<file path="config.mk">
export PLATFORM = sky130hd
export DESIGN_NAME = rsnn_param_load_ctrl
export DESIGN_NICKNAME = d
export VERILOG_FILES = /design/src/rtl/rsnn_pkg.sv /design/src/rtl/rsnn_edge_detect.sv /design/src/rtl/rsnn_param_load_ctrl.sv
export SDC_FILE = /design/constraint.sdc
export NUM_CORES = 1
export LEC_CHECK = 0
export ABC_AREA = 0
export CORE_MARGIN = 2
export CORE_UTILIZATION = 47
export CTS_BUF_LIST = sky130_fd_sc_hd__clkbuf_16
export DETAILED_ROUTE_END_ITERATION = 8
export PLACE_DENSITY = 0.79
export SLEW_MARGIN = 20
export SYNTH_ARGS = -nofsm -noshare
export SYNTH_HDL_FRONTEND = slang
export SYNTH_SLANG_ARGS = --single-unit
</file>
<file path="constraint.sdc">
create_clock -name clk -period 1.7 [get_ports clk]
set_input_delay 0.34 -clock clk [delete_from_list [all_inputs] [get_ports clk]]
set_output_delay 0.34 -clock clk [all_outputs]
set_load 0.01 [all_outputs]
</file>
<file path="src/rtl/rsnn_pkg.sv">
// Shared constants for the RSNN parameter-load path.
// Memory layout: weights first, then neuron parameters.
package rsnn_pkg;

    localparam logic [1:0] ST_IDLE  = 2'd0;
    localparam logic [1:0] ST_SHIFT = 2'd1;
    localparam logic [1:0] ST_DONE  = 2'd2;

    localparam int RSNN_WEIGHT_BITS = 216;
    localparam int RSNN_PARAM_BITS  = 96;
    localparam int RSNN_TOTAL_BITS  = RSNN_WEIGHT_BITS + RSNN_PARAM_BITS;

endpackage

</file>
<file path="src/rtl/rsnn_edge_detect.sv">
// Registered rising-edge detector for a synchronized strobe.
// The history bit freezes with en so an edge seen while frozen fires on resume.
module rsnn_edge_detect (
    input  logic clk,
    input  logic reset,
    input  logic en,
    input  logic din,
    output logic rise
);

    logic din_q;

    always_ff @(posedge clk or negedge reset) begin
        if (!reset)
            din_q <= 1'b0;
        else if (en)
            din_q <= din;
    end

    assign rise = din & ~din_q & en;

endmodule

</file>
<file path="src/rtl/rsnn_param_load_ctrl.sv">
// Serial load sequencer for the RSNN weight/parameter shift memory.
// Gates the network run-enable until a complete parameter set is present.
module rsnn_param_load_ctrl
    import rsnn_pkg::*;
#(
    parameter int TOTAL_BITS = RSNN_TOTAL_BITS,
    parameter int CNT_W      = 9,
    parameter int TIMEOUT    = 1023,
    parameter int TO_W       = 10
) (
    input  logic             clk,
    input  logic             reset,
    input  logic             enable,
    input  logic             load_params,
    input  logic             host_valid,
    input  logic             host_bit,
    output logic             host_ready,
    output logic             shift_en,
    output logic             shift_bit,
    output logic [CNT_W-1:0] bit_count,
    output logic             busy,
    output logic             end_writing,
    output logic             params_valid,
    output logic             load_error,
    input  logic             run_request,
    output logic             rsnn_run_en
);

    localparam logic [CNT_W-1:0] CNT_LAST = CNT_W'(TOTAL_BITS - 1);
    localparam logic [CNT_W-1:0] CNT_FULL = CNT_W'(TOTAL_BITS);
    localparam logic [TO_W-1:0]  TO_LAST  = TO_W'(TIMEOUT - 1);
    localparam logic [TO_W-1:0]  TO_MAX   = TO_W'(TIMEOUT);

    logic [1:0]      state;
    logic [TO_W-1:0] to_cnt;
    logic            start;
    logic            xfer;
    logic            last_xfer;

    rsnn_edge_detect u_load_edge (
        .clk   (clk),
        .reset (reset),
        .en    (enable),
        .din   (load_params),
        .rise  (start)
    );

    // A restart cycle never accepts data; the bit would belong to the old load.
    assign busy       = (state == ST_SHIFT);
    assign host_ready = busy & enable & ~start;
    assign xfer       = host_valid & host_ready;
    assign shift_en   = xfer;
    assign shift_bit  = host_bit & xfer;
    assign last_xfer  = xfer & (bit_count == CNT_LAST);

    always_ff @(posedge clk or negedge reset) begin
        if (!reset) begin
            state        <= ST_IDLE;
            bit_count    <= '0;
            to_cnt       <= '0;
            end_writing  <= 1'b0;
            params_valid <= 1'b0;
            load_error   <= 1'b0;
            rsnn_run_en  <= 1'b0;
        end else begin
            end_writing <= last_xfer;
            rsnn_run_en <= params_valid & run_request & enable
                         & ~busy & ~start;
            if (start) begin
                state        <= ST_SHIFT;
                bit_count    <= '0;
                to_cnt       <= '0;
                params_valid <= 1'b0;
                load_error   <= 1'b0;
            end else if (enable && busy) begin
                if (xfer) begin
                    to_cnt <= '0;
                    if (last_xfer) begin
                        state        <= ST_DONE;
                        bit_count    <= CNT_FULL;
                        params_valid <= 1'b1;
                    end else begin
                        bit_count <= bit_count + 1'b1;
                    end
                end else if (to_cnt >= TO_LAST) begin
                    state      <= ST_IDLE;
                    to_cnt     <= TO_MAX;
                    load_error <= 1'b1;
                end else begin
                    to_cnt <= to_cnt + 1'b1;
                end
            end
        end
    end

endmodule

</file>
==> flow_summary.toml, run 1 <==
[sta]
fin_crit_ns = 1.65
max_slew.worst_pin.slew_ns = 0.465
fmax_ghz = 0.605
slew_headroom = 0.688
clock_skew_ns = 0.00251
hold_viol = 0
whs_ns = 0.455
setup_viol = 0
rsz0062_at_grt = "yes"
maxSlewViolCount = 0
final.period_utilization = 0.972

[detailed_routing]
vias_per_cell = 5.88
drt_iter0_drc = 42
num_vias = 1293
ant_nets = 0
route.detailed.drc = 0
routed_wl_mm = 3.41
wl_per_cell_um = 15.5
first_pass_iters = 5

[cells_and_area]
multi_input_area_um2 = 763
syn2layout_area_growth_pct = 34.4
antenna_cells = 0
stdcell_count = 220
nets = 199
utilization = 0.648
fillers = 243
ff_latch_area_um2 = 651
drive_above_1_share = 0.235

[power_and_ir_drop]
leakage_uw = 0.000871
ir_drop_mv = 0.330
swShare = 0.241
clkPwrFrac = 0.354
p_per_area_nw_per_um2 = 739
p_seq_frac = 0.476
power.internal_uw = 1080
p_sw_uw = 344
combPwrFrac = 0.170

[clock_tree]
root_buffer = "clkbuf_16"
clk_pin_slew_worst_paths_ns = 0.06
clock_path_buffers = 2
cts_buffers = 3
clock-sinks = 26
h-tree-depth = 1
clk_latency_ns = 0.25
cts_tree = "done"

[yosys]
synthDistinctLibCells = 44
synthFlopType = "dfrtp_1"
synth_common_cells = "26 x dfrtp_1, 13 x o21ai_0, 10 x nand2_1, 10 x nand3_1"
syn-instance-count = 145
yosys.area.top_type = "dfrtp_1"
synth-seq-cells = 26
synth_top_area_frac = 0.453
ys_seq_area_frac = 0.453
synth_most_common_cell = "dfrtp_1"
syn_nets = 155
synth_area_leaders = "dfrtp_1 45%, a22o_1 4.9%, o21ai_0 4.5%"
ys_warn_count = 0
syn-cell-area_um2 = 1440
avgSynthCellArea_um2 = 9.90
synth_edf_count = 0
async_reset_ff_frac = 1.00

[placed_design]
placed_cells = 216
dp_hpwl_mm = 2.43
numPortBuffers = 23
gp_congestion = 0.877

[floorplan]
io_pins = 24
die_y_um = 59.3
rows = 20
chipWidth_um = 59.3
coreArea_um2 = 2980
start_util = 0.482
dieArea_um2 = 3510

[worst_setup_path]
crit_buf_inv = 2
cp_slowest_cell = "dfrtp_1"
path_max_fanout = 3
max_stage_delay_ns = 0.37
path_cells = "and4b_2, nand2b_4, inv_4, and2_4, buf_6"
r2r_slack_ns = 0.10
worstSetupPathType = "reg -> out"
cp.required_ns = 1.36
critPathCaptureType = "output pin"
r2r-start = "to_cnt[0]$_DFFE_PN0P_"
startpoint_type = "register"
crit_path_start = "state[1]$_DFFE_PN0P_"
worstPathArrival_ns = 1.31
crit_family = "simple AND/OR/NAND/NOR gates"

[flow_run]
drv_cap = 0

[outcome]
status = "complete, no violations"

[min_path]
holdCritPathClass = "in -> async"

[global_route]
grt_max_degree = 27
grt-ovfl-total = 0
grt_pass1_wl_mm = 5.79
antenna_found_initial = 0
grt_pass1_vias = 1277
grt_util_all_layers = 0.216
[logic make-up (layout without fill, tap and decap cells)]
group | after synthesis | in the layout | share of synthesized area
AND/OR/NAND/NOR | 54 | 54 | 0.228
AO/OA/AOI/OAI | 47 | 47 | 0.230
flip-flops | 26 | 26 | 0.453
buffers and inverters | 11 | 53 | 0.0357
adder cells (fa/ha/maj) | 3 | 3 | 0.0262
XOR/XNOR | 3 | 3 | 0.0183
multiplexers | 1 | 1 | 0.00785
[power groups by stage]
| stage | clock, uW | sequential, uW | combinational, uW |
|---|---|---|---|
| final | 505 | 679 | 242 |
| after global routing | 541 | 683 | 270 |
| after CTS | 514 | 678 | 238 |
| after detailed placement | 0 | 687 | 233 |
| after global placement | 0 | 687 | 223 |
| after floorplan | 0 | 692 | 94.9 |
[layout by cell type, fill, tap and decap left out, types with 2 or more instances in the layout]
master | Yosys | final
inv_1 | 6 | 5
a21bo_2 | 2 | 2
a22o_1 | 8 | 8
o21a_1 | 4 | 4
o21ai_0 | 13 | 13
buf_6 | 1 | 2
o31ai_1 | 5 | 5
dlygate4sd2_1 | 0 | 4
nand2_1 | 10 | 10
ha_1 | 3 | 3
clkbuf_16 | 0 | 3
nor2_1 | 8 | 8
o21ai_2 | 2 | 2
xor2_1 | 2 | 2
a21o_1 | 4 | 4
nand3_1 | 10 | 10
nand4_1 | 3 | 3
a21oi_1 | 4 | 4
nor3_1 | 4 | 4
clkdlybuf4s50_1 | 0 | 16
and3_1 | 2 | 2
buf_4 | 0 | 19
dfrtp_1 | 26 | 26
[per-stage QoR]
stage / power [uW] / TNS (ns) / worst slack, ns / cell area (um2)
finish: 1430 / 0 / 0.0478 / 1930
floorplan: 787 / 0 / 0.0595 / 1440
global placement: 909 / -5.12 / -0.545 / 1820
detailed placement: 920 / -6.03 / -0.567 / 1820
CTS: 1430 / 0 / 0.0216 / 1910
global route: 1490 / -0.0137 / -0.00704 / 1930
[what timing repair did]
action / CTS / global route
hold buffers: 0 / 0
gates resized for setup: 19 / 8
setup buffers: 0 / 1
setup endpoints to repair: 13 / 12
pin swaps: 1 / 1
cloned: 0 / 0
[state kept, by name, summed over array words and instances (netlist names)]
name and cells:
state 2, load_error 1, bit_count 9, end_writing 1, to_cnt 10, u_load_edge.din_q 1
rsnn_run_en 1, params_valid 1
[layer usage]
| layer | part of all wire | global-route usage | up-vias |
|---|---|---|---|
| met5 | 0 | 0 | - |
| met4 | 0.0097 | 0.0812 | 0 |
| met3 | 0.026 | 0.0197 | 6 |
| met2 | 0.51 | 0.366 | 30 |
| met1 | 0.46 | 0.287 | 634 |
| li1 | - | - | 623 |
[cell type report]
cell class	instances	share of cell area
Multi-Input combinational cell	108	0.396
Inverter	7	0.0149
Sequential cell	26	0.337
Tap cell	33	0.0214
Clock buffer	3	0.0389
Timing Repair Buffer	43	0.192
[worst paths after layout]
path / endpoint / cells after the start
max in group asynchronous: bit_count[0]$_DFFE_PN0P_ / 2
setup reg to reg: state[0]$_DFFE_PN0P_ / 6
hold reg to reg: load_error$_DFFE_PN0P_ / 1
min in group clk: u_load_edge.din_q$_DFFE_PN0P_ / 2
setup / recovery: shift_bit / 5
hold / removal: to_cnt[9]$_DFFE_PN0P_ / 2
No activity file was read; power rests on OpenSTA's default activity.
==> run 2: changes to the inputs <==
Settings changed: PLACE_DENSITY 0.79 to default, PLACE_DENSITY_LB_ADDON from default to 0.3.
==> run 2 against run 1 <==
Compared with the run above: worst setup slack improved by 0.012 ns; critical path depth shrank 4; largest power group unchanged; clock power up 3%; largest cell class unchanged; sequential power about the same.
==> flow_summary.toml, run 2 (synthesis gave the netlist of run 1 again) <==
[power_and_ir_drop]
p_sw_uw = 358
swShare = 0.245
p_seq_frac = 0.466
power.internal_uw = 1100
clkPwrFrac = 0.356
p_per_area_nw_per_um2 = 729
leakage_uw = 0.000914
ir_drop_mv = 0.474
combPwrFrac = 0.178

[floorplan]
rows = 20
start_util = 0.482
dieArea_um2 = 3510
coreArea_um2 = 2980
die_y_um = 59.3
io_pins = 24
chipWidth_um = 59.3

[placed_design]
gp_congestion = 0.863
dp_hpwl_mm = 2.43
dp_slack_ns = -0.531
place_area_um2 = 1830
numPortBuffers = 23

[worst_setup_path]
r2r_slack_ns = 0.06
max_stage_delay_ns = 0.58
worstPathArrival_ns = 1.30
crit_family = "buffers and inverters"
path_cells = "clkdlybuf4s50_1"
critPathCaptureType = "output pin"
r2r-end = "state[0]$_DFFE_PN0P_"
worstSetupPathType = "reg -> out"
path_max_fanout = 7
worst-path-stages = 1
r2r_cells = 6
startpoint_type = "register"
r2r-start = "to_cnt[0]$_DFFE_PN0P_"
cp_slowest_cell = "clkdlybuf4s50_1"
cp.required_ns = 1.36
crit_buf_inv = 1

[clock_tree]
clock_path_buffers = 2
root_buffer = "clkbuf_16"
cts_tree = "done"
clk_latency_ns = 0.26
clock-sinks = 26
holdBufCountCts = 0
clk_pin_slew_worst_paths_ns = 0.07
cts_buffers = 3
h-tree-depth = 1

[sta]
maxSlewViolCount = 0
fin_ws_ns = 0.0598
setup_viol = 0
fin_crit_ns = 1.64
max_slew.worst_pin.slew_ns = 0.550
fmax_ghz = 0.610
slew_headroom = 0.630
clock_skew_ns = 0.00354
hold_viol = 0
final.period_utilization = 0.965

[min_path]
holdCritPathClass = "in -> reg"
hold_start = "load_params"
hold_depth = 2
hold-path-endpoint = "u_load_edge.din_q$_DFFE_PN0P_"

[cells_and_area]
fillers = 239
largest_reg_flops = 10
drive_above_1_share = 0.266
antenna_cells = 0
utilization = 0.671
reg_top3 = "to_cnt (10), bit_count (9), state (2)"
nets = 203
syn2layout_area_growth_pct = 39.3
final_cell_mix = "24 x dfrtp_1, 21 x buf_4, 16 x clkdlybuf4s50_1"
regMostFlops = "to_cnt"
finalInstanceArea_um2 = 2000
layout_commonest_cell = "dfrtp_1"

[detailed_routing]
route.detailed.drc = 0
wl_per_cell_um = 15.7
routed_wl_mm = 3.53
vias_per_cell = 5.91
drt_iter0_drc = 63
num_vias = 1329
first_pass_iters = 5
ant_nets = 0

[global_route]
grt_pass1_wl_mm = 5.70
grt_max_degree = 27
grt_util_all_layers = 0.213
grt-ovfl-total = 0
grt_pass1_vias = 1311
antenna_found_initial = 0

[outcome]
status = "complete, no violations"

[flow_run]
drv_cap = 0
==> run 2: cell types whose count changed in the layout (fill, tap and decap cells not counted), moves of 2 or more <==
cell,before,now
dlymetal6s2s_1,0,3
dfrtp_2,0,2
dfrtp_1,26,24
dlygate4sd2_1,4,1
buf_4,19,21
==> run 2: how the worst max path moves through the flow <==
| stage | startpoint | endpoint | slack, ns |
|---|---|---|---|
| 5_1_grt | state[1]$_DFFE_PN0P_ | shift_bit | -0.007 |
| 4_1_cts | enable | host_ready | -0.11 |
| 3_3_place_gp | host_valid | shift_bit | -0.51 |
| 3_5_place_dp | enable | shift_bit | -0.53 |
| 2_1_floorplan | to_cnt[0]$_DFFE_PN0P_ | state[0]$_DFFE_PN0P_ | 0.06 |
| 6_report | bit_count[4]$_DFFE_PN0P_ | bit_count[4] | 0.06 |
==> run 2: worst register-to-register path, delay by kind of cell (launching register included) <==
kind                     cells  cell delay [ns]
AO/OA/AOI/OAI                1             0.10
adder cells (fa/ha/maj)      1             0.13
buffers and inverters        1             0.09
flip-flops                   1             0.38
AND/OR/NAND/NOR              3             0.82
==> run 2: layout make-up <==
class	instances	area, um2	share of cell area
clock buffers	3	75.1	0.0375
repair buffers	46	413	0.207
flip-flops and latches	26	653	0.327
well taps	33	41.3	0.0207
inverters	7	26.3	0.0131
clock inverters	1	3.75	0.00188
multi-input cells	109	787	0.394
==> run 2: power groups by stage <==
| stage | Sequential (uW) | Combinational, uW | Clock (uW) |
|---|---|---|---|
| 2_1_floorplan | 692 | 94.9 | 0 |
| 3_3_place_gp | 685 | 226 | 0 |
| 3_5_place_dp | 688 | 231 | 0 |
| 4_1_cts | 677 | 235 | 530 |
| 5_1_grt | 682 | 286 | 553 |
| 6_report | 679 | 260 | 520 |
==> run 2: repair_timing <==
item | CTS | global route
pin swaps | 1 | 5
endpoints found under the hold margin | 0 | 0
setup endpoints to repair | 11 | 14
cloned | 0 | 1
resized for setup | 16 | 16
setup buffers | 0 | 3
==> run 2: layer usage <==
layer / global-route usage / wire length, um
met4: 0.0942 / 20
met1: 0.265 / 1560
met3: 0.0328 / 129
met2: 0.361 / 1810
met5: 0 / 0
==> run 2: stage by stage <==
| step | power (uW) | instances | setup TNS (ns) | hold WS (ns) |
|---|---|---|---|---|
| finish | 1460 | 225 | 0 | 0.378 |
| detailed placement | 919 | 217 | -5.41 | 0.481 |
| CTS | 1440 | 221 | -0.203 | 0.462 |
| global placement | 911 | 217 | -4.59 | 0.477 |
| floorplan | 787 | 145 | 0 | 0.0444 |
| global route | 1520 | 225 | -0.00879 | 0.387 |
